<file path="config.mk">
export PLATFORM = sky130hd
export DESIGN_NAME = button_event_gen
export DESIGN_NICKNAME = d
export VERILOG_FILES = /design/src/rtl/button_event_gen.sv
export SDC_FILE = /design/constraint.sdc
export NUM_CORES = 1
export LEC_CHECK = 0
export ABC_AREA = 0
export CAP_MARGIN = 20
export CORE_MARGIN = 1
export CORE_UTILIZATION = 40
export CTS_BUF_LIST = sky130_fd_sc_hd__clkbuf_8
export DETAILED_ROUTE_END_ITERATION = 8
export MAX_ROUTING_LAYER = met4
export SYNTH_ARGS = -nofsm -noshare
export SYNTH_HDL_FRONTEND = slang
export SYNTH_SLANG_ARGS = --single-unit
</file>
<file path="constraint.sdc">
create_clock -name clk -period 5.7 [get_ports clk]
set_input_delay 0.57 -clock clk [delete_from_list [all_inputs] [get_ports clk]]
set_output_delay 0.57 -clock clk [all_outputs]
set_load 0.005 [all_outputs]
</file>
<file path="src/rtl/button_event_gen.sv">
// Turns a debounced button level into one-cycle press/release/click/long/repeat
// events plus a held level; one instance per button.
module button_event_gen #(
    parameter int unsigned LONG_CYCLES   = 25000000,
    parameter int unsigned REPEAT_CYCLES = 5000000,
    parameter int unsigned COUNTER_BITS  = 25
) (
    input  logic clk,
    input  logic reset,
    input  logic btn_i,
    input  logic repeat_en_i,
    output logic press_o,
    output logic release_o,
    output logic click_o,
    output logic long_press_o,
    output logic repeat_o,
    output logic held_o
);

    localparam logic [COUNTER_BITS-1:0] LONG_LAST   = COUNTER_BITS'(LONG_CYCLES - 1);
    localparam logic [COUNTER_BITS-1:0] REPEAT_LAST = COUNTER_BITS'(REPEAT_CYCLES - 1);
    localparam logic [COUNTER_BITS-1:0] CNT_ONE     = COUNTER_BITS'(1);

    typedef enum logic [1:0] {
        LOCKOUT = 2'd0,
        IDLE    = 2'd1,
        PRESSED = 2'd2,
        LONG    = 2'd3
    } state_e;

    state_e                  state_q;
    logic [COUNTER_BITS-1:0] cnt_q;
    logic                    press_q;
    logic                    release_q;
    logic                    click_q;
    logic                    long_press_q;
    logic                    repeat_q;
    logic                    held_q;

    // Counter is shared by the hold and repeat phases and cleared on every state entry.
    always_ff @(posedge clk) begin
        if (reset) begin
            state_q      <= LOCKOUT;
            cnt_q        <= '0;
            press_q      <= 1'b0;
            release_q    <= 1'b0;
            click_q      <= 1'b0;
            long_press_q <= 1'b0;
            repeat_q     <= 1'b0;
            held_q       <= 1'b0;
        end else begin
            press_q      <= 1'b0;
            release_q    <= 1'b0;
            click_q      <= 1'b0;
            long_press_q <= 1'b0;
            repeat_q     <= 1'b0;
            held_q       <= 1'b0;
            case (state_q)
                LOCKOUT: begin
                    if (!btn_i) begin
                        state_q <= IDLE;
                        cnt_q   <= '0;
                    end
                end
                IDLE: begin
                    if (btn_i) begin
                        state_q <= PRESSED;
                        cnt_q   <= '0;
                        press_q <= 1'b1;
                        held_q  <= 1'b1;
                    end
                end
                PRESSED: begin
                    if (!btn_i) begin
                        state_q   <= IDLE;
                        cnt_q     <= '0;
                        release_q <= 1'b1;
                        click_q   <= 1'b1;
                    end else if (cnt_q == LONG_LAST) begin
                        state_q      <= LONG;
                        cnt_q        <= '0;
                        long_press_q <= 1'b1;
                        held_q       <= 1'b1;
                    end else begin
                        cnt_q  <= cnt_q + CNT_ONE;
                        held_q <= 1'b1;
                    end
                end
                LONG: begin
                    // Release wins over any repeat match on the same edge.
                    if (!btn_i) begin
                        state_q   <= IDLE;
                        cnt_q     <= '0;
                        release_q <= 1'b1;
                    end else begin
                        held_q <= 1'b1;
                        if (!repeat_en_i) begin
                            cnt_q <= '0;
                        end else if (cnt_q == REPEAT_LAST) begin
                            cnt_q    <= '0;
                            repeat_q <= 1'b1;
                        end else begin
                            cnt_q <= cnt_q + CNT_ONE;
                        end
                    end
                end
                default: begin
                    state_q <= LOCKOUT;
                    cnt_q   <= '0;
                end
            endcase
        end
    end

    assign press_o      = press_q;
    assign release_o    = release_q;
    assign click_o      = click_q;
    assign long_press_o = long_press_q;
    assign repeat_o     = repeat_q;
    assign held_o       = held_q;

endmodule
</file>
# Yosys cells after proc, flatten, opt, wreduce, memory -nomap -nowiden
# Cells that the tools add are included.
# totals
latch_bits	0
n_memories	0
romBits	0
register_bits	33
ram_bits	0
output_inout_bits	6
elab_cells	54
# classes
div	0
muxes	17
shifts	0
mul	0
add_sub_neg	1
order_cmp	0
reduce_logical	12
n_bitwise	7
eq_ne	9
# op_table
op	count
$mux 25	7
$pmux 25 s4	1
$add 25x1->25 const B	1
$eq 25x23->1 const B	1
$eq 25x25->1 const B	1
$reduce_or 2->1	6
$mux 2	4
$not 1->1	7
$ne 2x2->1 const B	3
$pmux 2 s3	1
$reduce_or 3->1	2
$eq 2x2->1 const B	2
$mux 1	4
$reduce_or 4->1	1
$ne 3x3->1 const B	1
$reduce_and 3->1	1
$eq 2x1->1 const B	1
$logic_not 2->1	1
$reduce_and 2->1	1

# Longest topological paths before layout
# Gate-level depths: netlist of run 1.
# depth
ltp_word	5
ltp_mapped	9
mapped_depth_nobuf	8

# Worst setup path after synthesis of run 1
# Ideal clock, no wire load.
# synth_timing
path_kind	register to register
start	register cnt_q[0]
end	register cnt_q[10]
arrival_ns	1.975
synth_period_minus_slack_ns	2.090
setup_ns	0.115
path_slack_ns	3.610
path_stages_with_launch	9
cell_sequence	dfxtp_1 -> ha_1 -> nand3_1 -> or4_4 -> o211ai_2 -> a31o_1 -> buf_4 -> buf_6 -> nor2_1
# synth_between
elab_chain_cells	5
# synth_lines
element	line	text
start: declaration	32	logic [COUNTER_BITS-1:0] cnt_q;
start signal: assignment	85	cnt_q <= cnt_q + CNT_ONE;
start signal: assignment	103	cnt_q <= cnt_q + CNT_ONE;
$add 25x1->25 / $eq 25x23->1 (equally long branches)	85, 103, 99	
$mux 25	99	end else if (cnt_q == REPEAT_LAST) begin
$mux 25	97	if (!repeat_en_i) begin
$mux 25	91	if (!btn_i) begin
$pmux 25 s4 *	58	case (state_q)
# Every way passes the cells marked *; elsewhere a longest branch is shown, timed or not.
# A chain may end at the register's enable or synchronous reset.

# Worst setup path in the final report of run 1
# layout_timing
start	register cnt_q[1]
end	register cnt_q[13]
# The elaborated chain is that of the path after synthesis.

==> results of run 1 <==
-- power by group through the flow --
stage                     clock (W)  combinational, W  sequential, W
final                      0.000170          0.000100       0.000247
after global routing       0.000187          0.000110       0.000248
after CTS                  0.000177          0.000101       0.000247
after detailed placement          0          0.000100       0.000252
after global placement            0         0.0000967       0.000251
after floorplan                   0         0.0000776       0.000250
-- sequential cells by signal, indices dropped and copies added (netlist names) --
| signal | flops |
|---|---|
| state_q | 2 |
| repeat_o | 1 |
| click_o | 1 |
| release_o | 1 |
| press_o | 1 |
| held_o | 1 |
| long_press_o | 1 |
| cnt_q | 25 |
-- worst max-delay path, stage by stage (launching register included) --
cell,delay [ns]
dfxtp_1,0.38
ha_1,0.19
nand3_1,0.23
or4_4,0.64
o211ai_2,0.30
a31o_1,0.62
nor2_1,0.12
-- routing by layer --
layer	routed length, um	track usage, %
met1	1550	19.9
met2	1480	27.7
met3	105	4.86
met4	61	7.34
met5	0	-
-- final cells by class --
cell class,instances,share of cell area [%]
Tap cell,48,3.29
Inverter,5,1.03
Multi-Input combinational cell,145,49.5
Sequential cell,33,36.2
Clock inverter,1,0.206
Clock buffer,6,4.53
Timing Repair Buffer,10,5.21
-- Yosys cell counts, types with 4 or more instances --
cell type,count,area (um2)
inv_1,5,18.8
ha_1,6,75.1
o21ai_0,8,40.0
nand4_1,8,50.1
xnor2_1,6,52.6
xor2_1,12,105
nor3_1,10,50.1
dfxtp_1,33,661
o21a_1,4,30.0
nand2_1,23,86.3
nand3_1,11,55.1
nor4_1,4,25.0
nor2_1,21,78.8
clkbuf_1,4,15.0
-- final timing paths --
path | to | depth (start not counted)
hold / removal | cnt_q[23]$_SDFFE_PP0P_ | 2
setup / recovery | cnt_q[13]$_SDFFE_PP0P_ | 6
setup reg to reg | cnt_q[13]$_SDFFE_PP0P_ | 6
hold reg to reg | cnt_q[23]$_SDFFE_PP0P_ | 2
-- cell usage in the layout, fill, tap and decap left out, types with 3 or more instances in the layout --
cell	instances
a21oi_1	3
clkbuf_8	6
clkdlybuf4s50_1	9
dfxtp_1	33
ha_1	6
inv_1	6
nand2_1	23
nand3_1	11
nand4_1	8
nor2_1	21
nor3_1	10
nor3b_1	3
nor4_1	4
o21a_1	4
o21ai_0	8
xnor2_1	6
xor2_1	12
-- logic make-up after synthesis --
logic type      count (synthesis)
simple gates                   97
flops                          33
compound gates                 22
xor+xnor                       18
buf+inv                        11
fa+ha+maj                       6
mux                             2
-- through the flow --
step | cell area (um2) | hold WS (ns) | worst slack [ns] | total power (W) | cells
6_report | 1820 | 0.488 | 3.07 | 0.000517 | 248
5_1_grt | 1820 | 0.533 | 2.89 | 0.000545 | 248
4_1_cts | 1820 | 0.487 | 2.86 | 0.000525 | 247
3_5_place_dp | 1730 | 0.478 | 2.55 | 0.000352 | 240
3_3_place_gp | 1730 | 0.473 | 2.68 | 0.000348 | 240
2_1_floorplan | 1620 | 0.452 | 3.61 | 0.000328 | 189
==> reports/results.ini, run 1 <==
[sta]
skew_ns = 0.00445
rsz0062_at_grt = no
final-max-slew-violation-count = 0
worst_pin_slew_ns = 0.658
hold_violations = 0
tns_ns = 0
final.period_utilization_pct = 46.1
max-slew-margin-rel_pct = 56.1
finalSetupViolations = 0
fin_crit_ns = 2.63
fmax_mhz = 381

[pwr]
power_frac_comb_pct = 19.4
swShare_pct = 28.7
seq_power_share_pct = 47.7
p_clk_share_pct = 32.9
p_per_area_nw_per_um2 = 284
peakVddDrop_mv = 0.125
p_leak_nw = 0.625
switchingPower_w = 0.000148
power.internal_w = 0.000369

[worst_hold_path]
hold_class = register to register
hold_path_startpoint = cnt_q[23]$_SDFFE_PP0P_

[clock_network]
clk_pin_slew_ns = 0.06
postCtsHoldBufs = 0
clock_path_buffers = 2
clkLatencyLatePin_ns = 0.28
h-tree-depth = 2
cts_tree = done
cts_resized = 0
post_cts_buffers = 0
clock-root-buffer = clkbuf_8
clock_sinks = 33
numCtsBuffers = 5

[cells_and_area]
antenna_cells = 0
fin_nets = 210
regArea_um2 = 661
multi_input_area_um2 = 903
layout-drive-gt1-share_pct = 5.50
fillers = 344
final_util_pct = 48.4
syn2layout_area_growth_pct = 12.8

[yosys]
ys_ff_latch = 33
synth_compound_area_share_pct = 9.21
synth-xor-area-share_pct = 9.75
syn_nets = 199
ys_types = 39
avgSynthCellArea_um2 = 8.55
synth-simple-area-share_pct = 31.0
syn_area_um2 = 1620
synth-async-reset-ratio_pct = 0
synth.mux.area_fraction_pct = 1.32
synthAdderAreaFrac_pct = 4.64
seq_area_frac_synth_pct = 40.9
synth_top_family_by_area = simple AND/OR/NAND/NOR gates
synthFlopType = dfxtp_1
syn_inst = 189
ys.warnings.count = 0
synth-edff-count = 0

[placement]
gp_congestion = 0.813
dp_hpwl_um = 2350
port_buffers = 9

[critical_path]
start_kind = register
worstSetupStartpoint = cnt_q[1]$_SDFFE_PP0P_
crit_arrival_ns = 2.77
reg2reg_from = cnt_q[1]$_SDFFE_PP0P_
crit_required_ns = 5.84
r2r_setup_slack_ns = 3.07
path_max_fanout = 18
endpoint_kind = register
criticalPathCategory = register to register

[drt]
ant_nets = 0
viasPerCell = 5.33
drt_iter0_markers = 35
drtPass1Iterations = 4
vias = 1321
route.detailed.drc = 0
wl_um = 3200
drt-wirelength-per-cell_um = 12.9

[die]
start_util_pct = 42.9
ios = 10
rows = 22
core-area_um2 = 3770
die_area_um2 = 4300
die_x_um = 65.6
die_y_um = 65.6

[global_routing]
first_global_vias = 1243
grt_pass1_wl_um = 5460
grt_start_max_net_pins = 19
antenna_found_initial = 0
grt.overflow.total = 0
gr-usage-all-layers_pct = 17.2

[run]
drv_cap = 0

[status]
status = finished, final reports clean

No activity file was read; power rests on OpenSTA's default activity.
==> inputs of run 2 (changes only) <==
Clock period 5.7 ns to 2.7 ns, I/O delays scaled along.
==> reports/results.ini, run 2 (synthesis gave the netlist of run 1 again) <==
[critical_path]
reg2reg_from = cnt_q[0]$_SDFFE_PP0P_  ; was cnt_q[1]$_SDFFE_PP0P_
rr_endpoint = cnt_q[0]$_SDFFE_PP0P_  ; was cnt_q[13]$_SDFFE_PP0P_
ff2ff_path_depth = 7  ; was 6
start_kind = register  ; unchanged
r2r_setup_slack_ns = 0.35  ; was 3.07 ns
endpoint_kind = register  ; unchanged
path_max_fanout = 7  ; was 18
crit_arrival_ns = 2.52  ; was 2.77 ns
criticalPathCategory = register to register  ; unchanged
crit_required_ns = 2.88  ; was 5.84 ns

[drt]
drt-wirelength-per-cell_um = 13.5  ; was 12.9 um
drt_iter0_markers = 60  ; was 35
ant_nets = 0  ; unchanged
drtPass1Iterations = 4  ; unchanged
wl_um = 3430  ; was 3200 um
vias = 1388  ; was 1321
viasPerCell = 5.49  ; was 5.33
route.detailed.drc = 0  ; unchanged

[cells_and_area]
final_common_cell = dfxtp_1  ; unchanged
top_register = cnt_q  ; unchanged
top_regs = cnt_q (25), state_q (2)  ; unchanged
fillers = 356  ; was 344
fin_area_um2 = 1870  ; was 1820 um2
antenna_cells = 0  ; unchanged
syn2layout_area_growth_pct = 15.8  ; was 12.8%
mostFrequentLayoutCells = dfxtp_1, nand2_1, nor2_1, xor2_1, nand3_1  ; unchanged
layout-drive-gt1-share_pct = 8.29  ; was 5.50%
largest_reg_flops = 25  ; unchanged
fin_nets = 214  ; was 210

[sta]
max-slew-margin-rel_pct = 62.3  ; was 56.1%
fin_crit_ns = 2.35  ; was 2.63 ns
worst_pin_slew_ns = 0.562  ; was 0.658 ns
rsz0062_at_grt = no  ; unchanged
skew_ns = 0.00522  ; was 0.00445 ns
tns_ns = 0  ; unchanged
finalSetupViolations = 0  ; unchanged
final-max-slew-violation-count = 0  ; unchanged
hold_violations = 0  ; unchanged
final.period_utilization_pct = 86.9  ; was 46.1%
fmax_mhz = 426  ; was 381 MHz

[clock_network]
clk_pin_slew_ns = 0.07  ; was 0.06 ns
clock-root-buffer = clkbuf_8  ; unchanged
cts_tree = done  ; unchanged
post_cts_buffers = 0  ; unchanged
clkLatencyLatePin_ns = 0.28  ; about the same
clock_path_buffers = 2  ; unchanged
h-tree-depth = 2  ; unchanged
postCtsHoldBufs = 0  ; unchanged
cts_resized = 0  ; unchanged
numCtsBuffers = 5  ; unchanged
clock_sinks = 33  ; unchanged

[die]
rows = 22  ; unchanged
die_area_um2 = 4300  ; unchanged
die_x_um = 65.6  ; unchanged
core-area_um2 = 3770  ; unchanged
ios = 10  ; unchanged
die_y_um = 65.6  ; unchanged
start_util_pct = 42.9  ; unchanged

[worst_hold_path]
hold_path_startpoint = cnt_q[23]$_SDFFE_PP0P_  ; unchanged
whs_endpoint = cnt_q[23]$_SDFFE_PP0P_  ; unchanged
hold-path-cell-count = 2  ; unchanged
hold_class = register to register  ; unchanged

[placement]
dpl_cell_area_um2 = 1770  ; was 1730 um2
gp_congestion = 0.778  ; was 0.813
port_buffers = 9  ; unchanged
dp_hpwl_um = 2590  ; was 2350 um

[pwr]
p_leak_nw = 0.651  ; was 0.625 nW
p_per_area_nw_per_um2 = 621  ; was 284 nW/um2
peakVddDrop_mv = 0.281  ; was 0.125 mV

[global_routing]
antenna_found_initial = 0  ; unchanged
first_global_vias = 1357  ; was 1243
grt.overflow.total = 0  ; unchanged
gr-usage-all-layers_pct = 19.3  ; was 17.2%
grt_start_max_net_pins = 17  ; was 19
grt_pass1_wl_um = 6070  ; was 5460 um

[status]
status = finished, final reports clean  ; unchanged

[run]
drv_cap = 0  ; unchanged

## run 2: cell types whose count changed in the layout (fill, tap and decap cells not counted), sizes merged
cell | before | now
clkinv | 0 | 1
buf | 0 | 5
inv | 6 | 5
## run 2: metrics by stage
stage / total power [W] / hold WS [ns] / worst slack [ns] / utilization (%) / instances
after floorplan: 0.000692 / 0.426 / 0.610 / - / 189
after global placement: 0.000754 / 0.478 / 0.407 / 46.9 / 245
after detailed placement: 0.000759 / 0.491 / 0.356 / 46.9 / 245
after CTS: 0.00117 / 0.501 / 0.344 / 49.6 / 253
after global routing: 0.00124 / 0.526 / 0.215 / 49.6 / 253
final: 0.00116 / 0.504 / 0.353 / 49.6 / 253
## run 2: routing by layer
layer,up-vias,routed length [um],GRT usage (%)
met2,28,1630,30.3
met4,0,76,7.61
li1,694,-,-
met5,-,0,-
met1,656,1610,22.9
met3,10,111,6.25
## run 2: worst max-delay path by stage
| stage | start | endpoint | slack, ns | cells after the start |
|---|---|---|---|---|
| 6_report | cnt_q[0]$_SDFFE_PP0P_ | cnt_q[0]$_SDFFE_PP0P_ | 0.35 | 7 |
| 2_1_floorplan | cnt_q[0]$_SDFFE_PP0P_ | cnt_q[15]$_SDFFE_PP0P_ | 0.61 | 8 |
| 3_5_place_dp | cnt_q[0]$_SDFFE_PP0P_ | cnt_q[0]$_SDFFE_PP0P_ | 0.36 | 7 |
| 3_3_place_gp | btn_i | cnt_q[18]$_SDFFE_PP0P_ | 0.41 | 7 |
| 4_1_cts | cnt_q[0]$_SDFFE_PP0P_ | cnt_q[0]$_SDFFE_PP0P_ | 0.34 | 7 |
| 5_1_grt | cnt_q[1]$_SDFFE_PP0P_ | cnt_q[0]$_SDFFE_PP0P_ | 0.21 | 7 |
## run 2: critical path, cell delays in order, from the launching register on
cell,delay [ns]
dfxtp_1,0.37
ha_1,0.18
nand3_1,0.22
or4_4,0.63
o211ai_2,0.27
a2111oi_1,0.13
buf_4,0.18
mux2_2,0.26
## run 2: layout make-up
cell class | instances | area, um2 | area share [%]
Clock buffer | 7 | 96.3 | 5.15
Clock inverter | 1 | 5.00 | 0.267
Inverter | 5 | 18.8 | 1.00
Multi-Input combinational cell | 145 | 903 | 48.3
Sequential cell | 33 | 661 | 35.3
Tap cell | 48 | 60.1 | 3.21
Timing Repair Buffer | 14 | 128 | 6.82
## run 2: where the power goes
part	total, W	switching [W]	internal, W
logic	0.000229	0.000139	0.0000895
registers	0.000520	0.0000156	0.000505
clock network	0.000413	0.000182	0.000230
total	0.00116	0.000337	0.000825
